**src/rtl/maj_net_sequencer_if.sv**
```systemverilog
// Host-side bundle for maj_net_sequencer: program load, run control and truth-table stream.
interface maj_net_sequencer_if;
  logic        prog_we;
  logic [3:0]  prog_addr;
  logic [17:0] prog_data;
  logic [4:0]  num_nodes;
  logic        out_inv;
  logic        start;
  logic        busy;
  logic        done;
  logic        tt_valid;
  logic        tt_ready;
  logic [31:0] tt_data;
  logic [1:0]  tt_idx;

  modport master (
    output prog_we, prog_addr, prog_data, num_nodes, out_inv, start, tt_ready,
    input  busy, done, tt_valid, tt_data, tt_idx
  );

  modport slave (
    input  prog_we, prog_addr, prog_data, num_nodes, out_inv, start, tt_ready,
    output busy, done, tt_valid, tt_data, tt_idx
  );
endinterface

```
**src/rtl/maj_net_sequencer.sv**
```systemverilog
// Time-multiplexed majority-network evaluator: one MAJ3 per node per minterm over all
// 128 assignments of x0..x6, streamed out as four 32-bit truth-table words.
module maj_net_sequencer #(
  parameter int NODE_MAX = 16,
  parameter int SEL_W    = 5
) (
  input logic clk,
  input logic rst,
  maj_net_sequencer_if.slave bus
);

  localparam int PW = 3 * (SEL_W + 1);

  typedef enum logic [1:0] {S_IDLE, S_EVAL, S_EMIT, S_DONE} state_t;

  state_t              state_q, state_d;
  logic [6:0]          m_q, m_d;
  logic [3:0]          k_q, k_d;
  logic [4:0]          n_q, n_d;
  logic                out_inv_q, out_inv_d;
  logic [NODE_MAX-1:0] w_q, w_d;
  logic [31:0]         word_q, word_d;
  logic [PW-1:0]       prog_mem_q [NODE_MAX];
  logic [PW-1:0]       prog_mem_d [NODE_MAX];

  logic [PW-1:0] instr;
  logic          op_a, op_b, op_c, node_val;

  // Node results from this or later nodes read as 0, so stale w from the previous minterm never leaks.
  function automatic logic operand(input logic [SEL_W:0] fld, input logic [6:0] m,
                                   input logic [NODE_MAX-1:0] w, input logic [3:0] k);
    logic [SEL_W-1:0] sel;
    logic [3:0]       j;
    logic             v;
    sel = fld[SEL_W-1:0];
    j   = sel[3:0] - 4'd8;
    v   = 1'b0;
    if (sel >= 5'd1 && sel <= 5'd7) begin
      v = m[sel[2:0] - 3'd1];
    end else if (sel >= 5'd8 && sel <= 5'd23) begin
      if (j < k) v = w[j];
    end
    return v ^ fld[SEL_W];
  endfunction

  assign instr    = prog_mem_q[k_q];
  assign op_a     = operand(instr[5:0],   m_q, w_q, k_q);
  assign op_b     = operand(instr[11:6],  m_q, w_q, k_q);
  assign op_c     = operand(instr[17:12], m_q, w_q, k_q);
  assign node_val = (op_a & op_b) | (op_a & op_c) | (op_b & op_c);

  always_comb begin
    state_d    = state_q;
    m_d        = m_q;
    k_d        = k_q;
    n_d        = n_q;
    out_inv_d  = out_inv_q;
    w_d        = w_q;
    word_d     = word_q;
    prog_mem_d = prog_mem_q;
    case (state_q)
      S_IDLE: begin
        if (bus.prog_we) prog_mem_d[bus.prog_addr] = bus.prog_data;
        if (bus.start && bus.num_nodes != 5'd0 && bus.num_nodes <= 5'd16) begin
          state_d   = S_EVAL;
          m_d       = 7'd0;
          k_d       = 4'd0;
          n_d       = bus.num_nodes;
          out_inv_d = bus.out_inv;
        end
      end
      S_EVAL: begin
        w_d[k_q] = node_val;
        if ({1'b0, k_q} == n_q - 5'd1) begin
          word_d[m_q[4:0]] = node_val ^ out_inv_q;
          k_d = 4'd0;
          if (m_q[4:0] == 5'd31) state_d = S_EMIT;
          else                   m_d = m_q + 7'd1;
        end else begin
          k_d = k_q + 4'd1;
        end
      end
      S_EMIT: begin
        if (bus.tt_ready) begin
          if (m_q[6:5] == 2'd3) begin
            state_d = S_DONE;
          end else begin
            m_d     = m_q + 7'd1;
            k_d     = 4'd0;
            state_d = S_EVAL;
          end
        end
      end
      S_DONE:  state_d = S_IDLE;
      default: state_d = S_IDLE;
    endcase
  end

  always_ff @(posedge clk) begin
    if (rst) begin
      state_q   <= S_IDLE;
      m_q       <= 7'd0;
      k_q       <= 4'd0;
      n_q       <= 5'd0;
      out_inv_q <= 1'b0;
      w_q       <= '0;
      word_q    <= 32'd0;
    end else begin
      state_q   <= state_d;
      m_q       <= m_d;
      k_q       <= k_d;
      n_q       <= n_d;
      out_inv_q <= out_inv_d;
      w_q       <= w_d;
      word_q    <= word_d;
    end
  end

  // Program storage deliberately survives reset.
  always_ff @(posedge clk) begin
    prog_mem_q <= prog_mem_d;
  end

  assign bus.busy     = (state_q == S_EVAL) || (state_q == S_EMIT);
  assign bus.done     = (state_q == S_DONE);
  assign bus.tt_valid = (state_q == S_EMIT);
  assign bus.tt_data  = (state_q == S_EMIT) ? word_q : 32'd0;
  assign bus.tt_idx   = (state_q == S_EMIT) ? m_q[6:5] : 2'd0;

endmodule

```
**src/flat_wrapper.sv**
```systemverilog
// flat-port wrapper written by rule: the top's interface ports become plain ports
module maj_net_sequencer_flat 
#(
  parameter int NODE_MAX = 16,
  parameter int SEL_W    = 5
)
  (clk, rst, bus_prog_we, bus_prog_addr, bus_prog_data, bus_num_nodes, bus_out_inv, bus_start, bus_tt_ready, bus_busy, bus_done, bus_tt_valid, bus_tt_data, bus_tt_idx);
  maj_net_sequencer_if bus_i ();
  input logic clk;
  input logic rst;
  input wire logic [$bits(bus_i.prog_we)-1:0] bus_prog_we;
  input wire logic [$bits(bus_i.prog_addr)-1:0] bus_prog_addr;
  input wire logic [$bits(bus_i.prog_data)-1:0] bus_prog_data;
  input wire logic [$bits(bus_i.num_nodes)-1:0] bus_num_nodes;
  input wire logic [$bits(bus_i.out_inv)-1:0] bus_out_inv;
  input wire logic [$bits(bus_i.start)-1:0] bus_start;
  input wire logic [$bits(bus_i.tt_ready)-1:0] bus_tt_ready;
  output wire logic [$bits(bus_i.busy)-1:0] bus_busy;
  output wire logic [$bits(bus_i.done)-1:0] bus_done;
  output wire logic [$bits(bus_i.tt_valid)-1:0] bus_tt_valid;
  output wire logic [$bits(bus_i.tt_data)-1:0] bus_tt_data;
  output wire logic [$bits(bus_i.tt_idx)-1:0] bus_tt_idx;
  assign bus_i.prog_we = bus_prog_we;
  assign bus_i.prog_addr = bus_prog_addr;
  assign bus_i.prog_data = bus_prog_data;
  assign bus_i.num_nodes = bus_num_nodes;
  assign bus_i.out_inv = bus_out_inv;
  assign bus_i.start = bus_start;
  assign bus_i.tt_ready = bus_tt_ready;
  assign bus_busy = bus_i.busy;
  assign bus_done = bus_i.done;
  assign bus_tt_valid = bus_i.tt_valid;
  assign bus_tt_data = bus_i.tt_data;
  assign bus_tt_idx = bus_i.tt_idx;
  maj_net_sequencer #(.NODE_MAX(NODE_MAX), .SEL_W(SEL_W)) u_core (.clk(clk), .rst(rst), .bus(bus_i));
endmodule
```
**config.mk**
```make
export PLATFORM = sky130hd
export DESIGN_NAME = maj_net_sequencer_flat
export DESIGN_NICKNAME = d
export VERILOG_FILES = /design/src/rtl/maj_net_sequencer_if.sv /design/src/rtl/maj_net_sequencer.sv /design/src/flat_wrapper.sv
export SDC_FILE = /design/constraint.sdc
export NUM_CORES = 1
export LEC_CHECK = 0
export CORE_MARGIN = 3
export CORE_UTILIZATION = 25
export DETAILED_ROUTE_END_ITERATION = 7
export SKIP_CTS_REPAIR_TIMING = 1
export SYNTH_ARGS = -nofsm -noshare
export SYNTH_HDL_FRONTEND = slang
export SYNTH_SLANG_ARGS = --single-unit
```
**constraint.sdc**
```tcl
create_clock -name clk -period 4.6 [get_ports clk]
set_input_delay 0.92 -clock clk [delete_from_list [all_inputs] [get_ports clk]]
set_output_delay 0.92 -clock clk [all_outputs]
set_load 0.005 [all_outputs]
```
==> impl_summary.txt <==
----------------------------------------------------
[Worst setup path]
  Worst setup EP type ... register
  Sort of element at the start of the critical path ... register
  Largest driver fanout on the critical path ... 32
  CP Class ... reg -> reg
  Internal reg-to-reg setup slack ... 0.27 ns
  Endpoint required time on the critical path ... 5.06 ns
  R2R Path Start ... u_core.k_q[3]
  Arr. time, crit path ... 4.80 ns
  Critical register-to-register path endpoint ... u_core.word_q[30]
  Length in cells of the worst reg-to-reg path ... 17
  Critical Path Start ... u_core.k_q[3]

[Logic synthesis]
  Mean post-synth cell area ... approximately 15 um^2
  Netlist Area Pre-Place ... approximately 16000 um^2
  Total of flip-flops plus latches after synthesis ... 355
  Gate count of the mapped netlist ... 1091
  Count of flip-flops with a built-in enable after synthesis ... about 290
  Net count after synthesis ... 1156
  Share of flip-flops with an asynchronous set or reset after synthesis ... 0
  Part of the Yosys area used for sequential elements ... 0.625
  Top flip-flop cell by instance count after synthesis ... edfxtp_1
  Unique masters post-synth ... 70
  Total of warnings raised by yosys ... 0

[Timing]
  Maximum clock rate ... roughly 0.23 GHz
  Final Cycle Share ... 0.942
  Final setup viols ... 0
  Slew of the pin with the lowest slew margin ... 0.970 ns
  Final slew viol count ... 0
  Clk_skew ... 0.0280 ns
  Final critical-path required period ... 4.33 ns
  Relative slew slack ... 0.354
  Final hold viol count ... 0
  RSZ-0062 raised after global routing ... false
  Total negative slack for setup checks ... 0 ns

[Routing]
  Number of DRC markers after the initial detailed-route iteration ... 1044
  Post-DR vias/cell ... approximately 4.7
  Final WL ... 41.6 mm
  Via total after detailed routing ... slightly below 10000
  Number of optimization iterations in the first detailed-route pass ... 5
  Number of nets with antenna violations after detailed routing ... 0
  DRC violation count after routing ... 0
  WL/cell ... ~20 um

[Finish]
  Post-layout nets ... 1264
  Filler cells ... approximately 6200
  Commonest cells after routing, fill and taps aside ... edfxtp_1, nor2_1, mux4_2, clkdlybuf4s50_1, dfxtp_1
  Filler-free cell count of the finished design ... 2074
  Layout cell share with drive strength beyond 1 ... 0.204
  Leading cell type in the layout, fill and taps excluded ... edfxtp_1
  Syn-to-layout area delta ... 20.5%
  Antenna diodes ... 0

[Power]
  Fraction of power spent switching nets ... 0.306
  Clock share of power ... 0.327
  Power per standard cell area ... ~490 nW/um^2
  Combinational power share ... 0.283
  Net switching power figure ... roughly 0.0029 W
  Peak VDD IR ... 0.000277 V
  Sequential power share ... 0.390
  Total leakage power ... 6.03 nW
  Int Power ... about 0.0065 W

[Clock tree]
  Worst-path clk slew ... 0.06 ns
  Clock Tree Root ... clkbuf_16
  Clock tree from TritonCTS ... built
  H-Tree Depth ... 2
  Clock Tree Buf Depth ... 3
  Clock latency on the worst-skew pair ... 0.56 ns
  Num Clock Sinks ... about 360
  CTS buffer count ... 38

[Placed design]
  HPWL after detailed placement ... 26.8 mm
  Post-placement cell count ... 1997
  Port Buf Inserts ... 69
  Placer Congestion ... between 0.9 and 1

[Floorplanning]
  Effective utilization at floorplan ... 0.253
  Chip width ... 259 um
  Die ar. ... between 60000 and 70000 um^2
  Total number of placement rows ... 92
  I/O pin count ... 70
  CORE AREA ... 63200 um^2
  Height of the die ... around 260 um

[Global route]
  Wire length of the first global-routing pass ... between 60 and 70 mm
  Largest net degree at the start of global routing ... 39
  Via count of the first global-routing pass ... 9858
  Overall track demand over capacity in global routing ... 0.122
  Gr ovfl total ... 0
  Antenna violations before repair ... 0

[Worst hold path]
  Hold Path Class ... reg -> reg
  Hold endpoint ... u_core.word_q[0]
  Worst hold stages ... 2
  Worst Min Path Start ... u_core.word_q[0]

[Outcome]
  Outcome ... complete, no violations

[Job]
  MaxCap Viol Count ... 0

----------------------------------------------------
==> state kept, by name, indices dropped and copies added, names as in the netlist <==
name / count
u_core.w_q: 16
u_core.k_q: 4
u_core.n_q: 5
u_core.m_q: 7
u_core.prog_mem_q: 288
u_core.state_q: 2
u_core.out_inv_q: 1
u_core.word_q: 32
==> metrics by stage <==
| step | total power (W) | instance area [um^2] | setup WS (ns) | util | hold slack (ns) |
|---|---|---|---|---|---|
| 2_1_floorplan | 0.00562 | 16000 | 0.279 | - | 0.471 |
| 3_3_place_gp | 0.00631 | 17900 | 0.241 | 0.283 | 0.486 |
| 3_5_place_dp | 0.00634 | 17900 | 0.192 | 0.283 | 0.494 |
| 4_1_cts | 0.00945 | 19200 | 0.185 | 0.304 | 0.503 |
| 5_1_grt | 0.00984 | 19200 | 0.0652 | 0.305 | 0.535 |
| 6_report | 0.00939 | 19200 | 0.267 | 0.305 | 0.499 |
==> cell families after synthesis <==
family,count (synthesis),share of synthesized area
flip-flops,355,0.625
AND/OR/NAND/NOR,306,0.0952
AO/OA/AOI/OAI,171,0.0858
adder cells (fa/ha/maj),33,0.0259
XOR/XNOR,19,0.0116
multiplexers,122,0.131
buffers and inverters,85,0.0255
==> power groups by stage <==
stage | Sequential, W | Clock [W] | Combinational, W
2_1_floorplan | 0.00367 | 0 | 0.00195
3_3_place_gp | 0.00375 | 0 | 0.00256
3_5_place_dp | 0.00375 | 0 | 0.00259
4_1_cts | 0.00368 | 0.00317 | 0.00260
5_1_grt | 0.00367 | 0.00328 | 0.00289
6_report | 0.00366 | 0.00307 | 0.00266
==> metal layers <==
layer | GRT usage | part of all wire | vias up | routed length, um
met5 | 0 | 0 | - | 0
met1 | 0.172 | 0.46 | 5006 | 19200
met2 | 0.191 | 0.46 | 269 | 19000
met4 | 0.0315 | 0.021 | 0 | 855
li1 | - | - | 4452 | -
met3 | 0.0258 | 0.060 | 65 | 2520
==> critical path: stages, from the launching register on <==
cell and delay, ns:
dfxtp_1 0.47, buf_4 0.29, mux4_2 0.43, mux2_4 0.31, and2_4 0.16, a21o_1 0.20
ha_1 0.31, nand3_1 0.07, and4b_1 0.19, o21ai_0 0.14, a21oi_1 0.07, and4_1 0.21
o31a_1 0.27, xor2_1 0.16, maj3_4 0.36, xnor2_4 0.14, buf_12 0.19, a211oi_1 0.25
==> worst max path at each step <==
stage                              to  slack [ns]  cells after the start
floorplan           u_core.word_q[14]        0.28                     17
global placement    u_core.word_q[30]        0.24                     16
detailed placement  u_core.word_q[30]        0.19                     16
CTS                 u_core.word_q[30]        0.19                     17
global route        u_core.word_q[30]        0.07                     18
finish              u_core.word_q[30]        0.27                     17
==> cell usage after synthesis (4+ instances only) <==
library cell  instances  area share
a211oi_1             12      0.0056
a211oi_2             31       0.024
a21oi_1              33       0.010
a22o_1                5      0.0027
a22oi_1              15      0.0070
and2_1               46       0.018
and3_1               12      0.0047
buf_1                 6      0.0014
buf_2                14      0.0044
buf_4                 5      0.0023
buf_6                 7      0.0049
clkbuf_1             23      0.0054
dfxtp_1              67       0.084
edfxtp_1            288        0.54
ha_1                 32       0.025
inv_1                26      0.0061
inv_2                 4     0.00094
mux2_2                6      0.0042
mux2i_1              46       0.029
mux4_2               68       0.096
nand2_1              43       0.010
nand2b_1              5      0.0020
nand3_1              28      0.0088
nand3b_1              5      0.0023
nand4_1              20      0.0078
nor2_1              105       0.025
nor2b_1               9      0.0035
nor3_1               11      0.0034
nor4_1                5      0.0020
o211ai_1              4      0.0019
o21ai_0              30      0.0094
o22ai_1               6      0.0023
or3_1                 5      0.0020
xnor2_1              15      0.0082
==> layout make-up <==
class	count	area, um^2	area share
multi-input cells	651	5670	0.294
flip-flops and latches	355	10000	0.519
repair buffers	123	1140	0.0595
clock inverters	24	280	0.0146
well taps	846	1060	0.0550
inverters	30	113	0.00585
clock buffers	45	987	0.0513
Note: power is estimated with default switching activity, not from simulation.
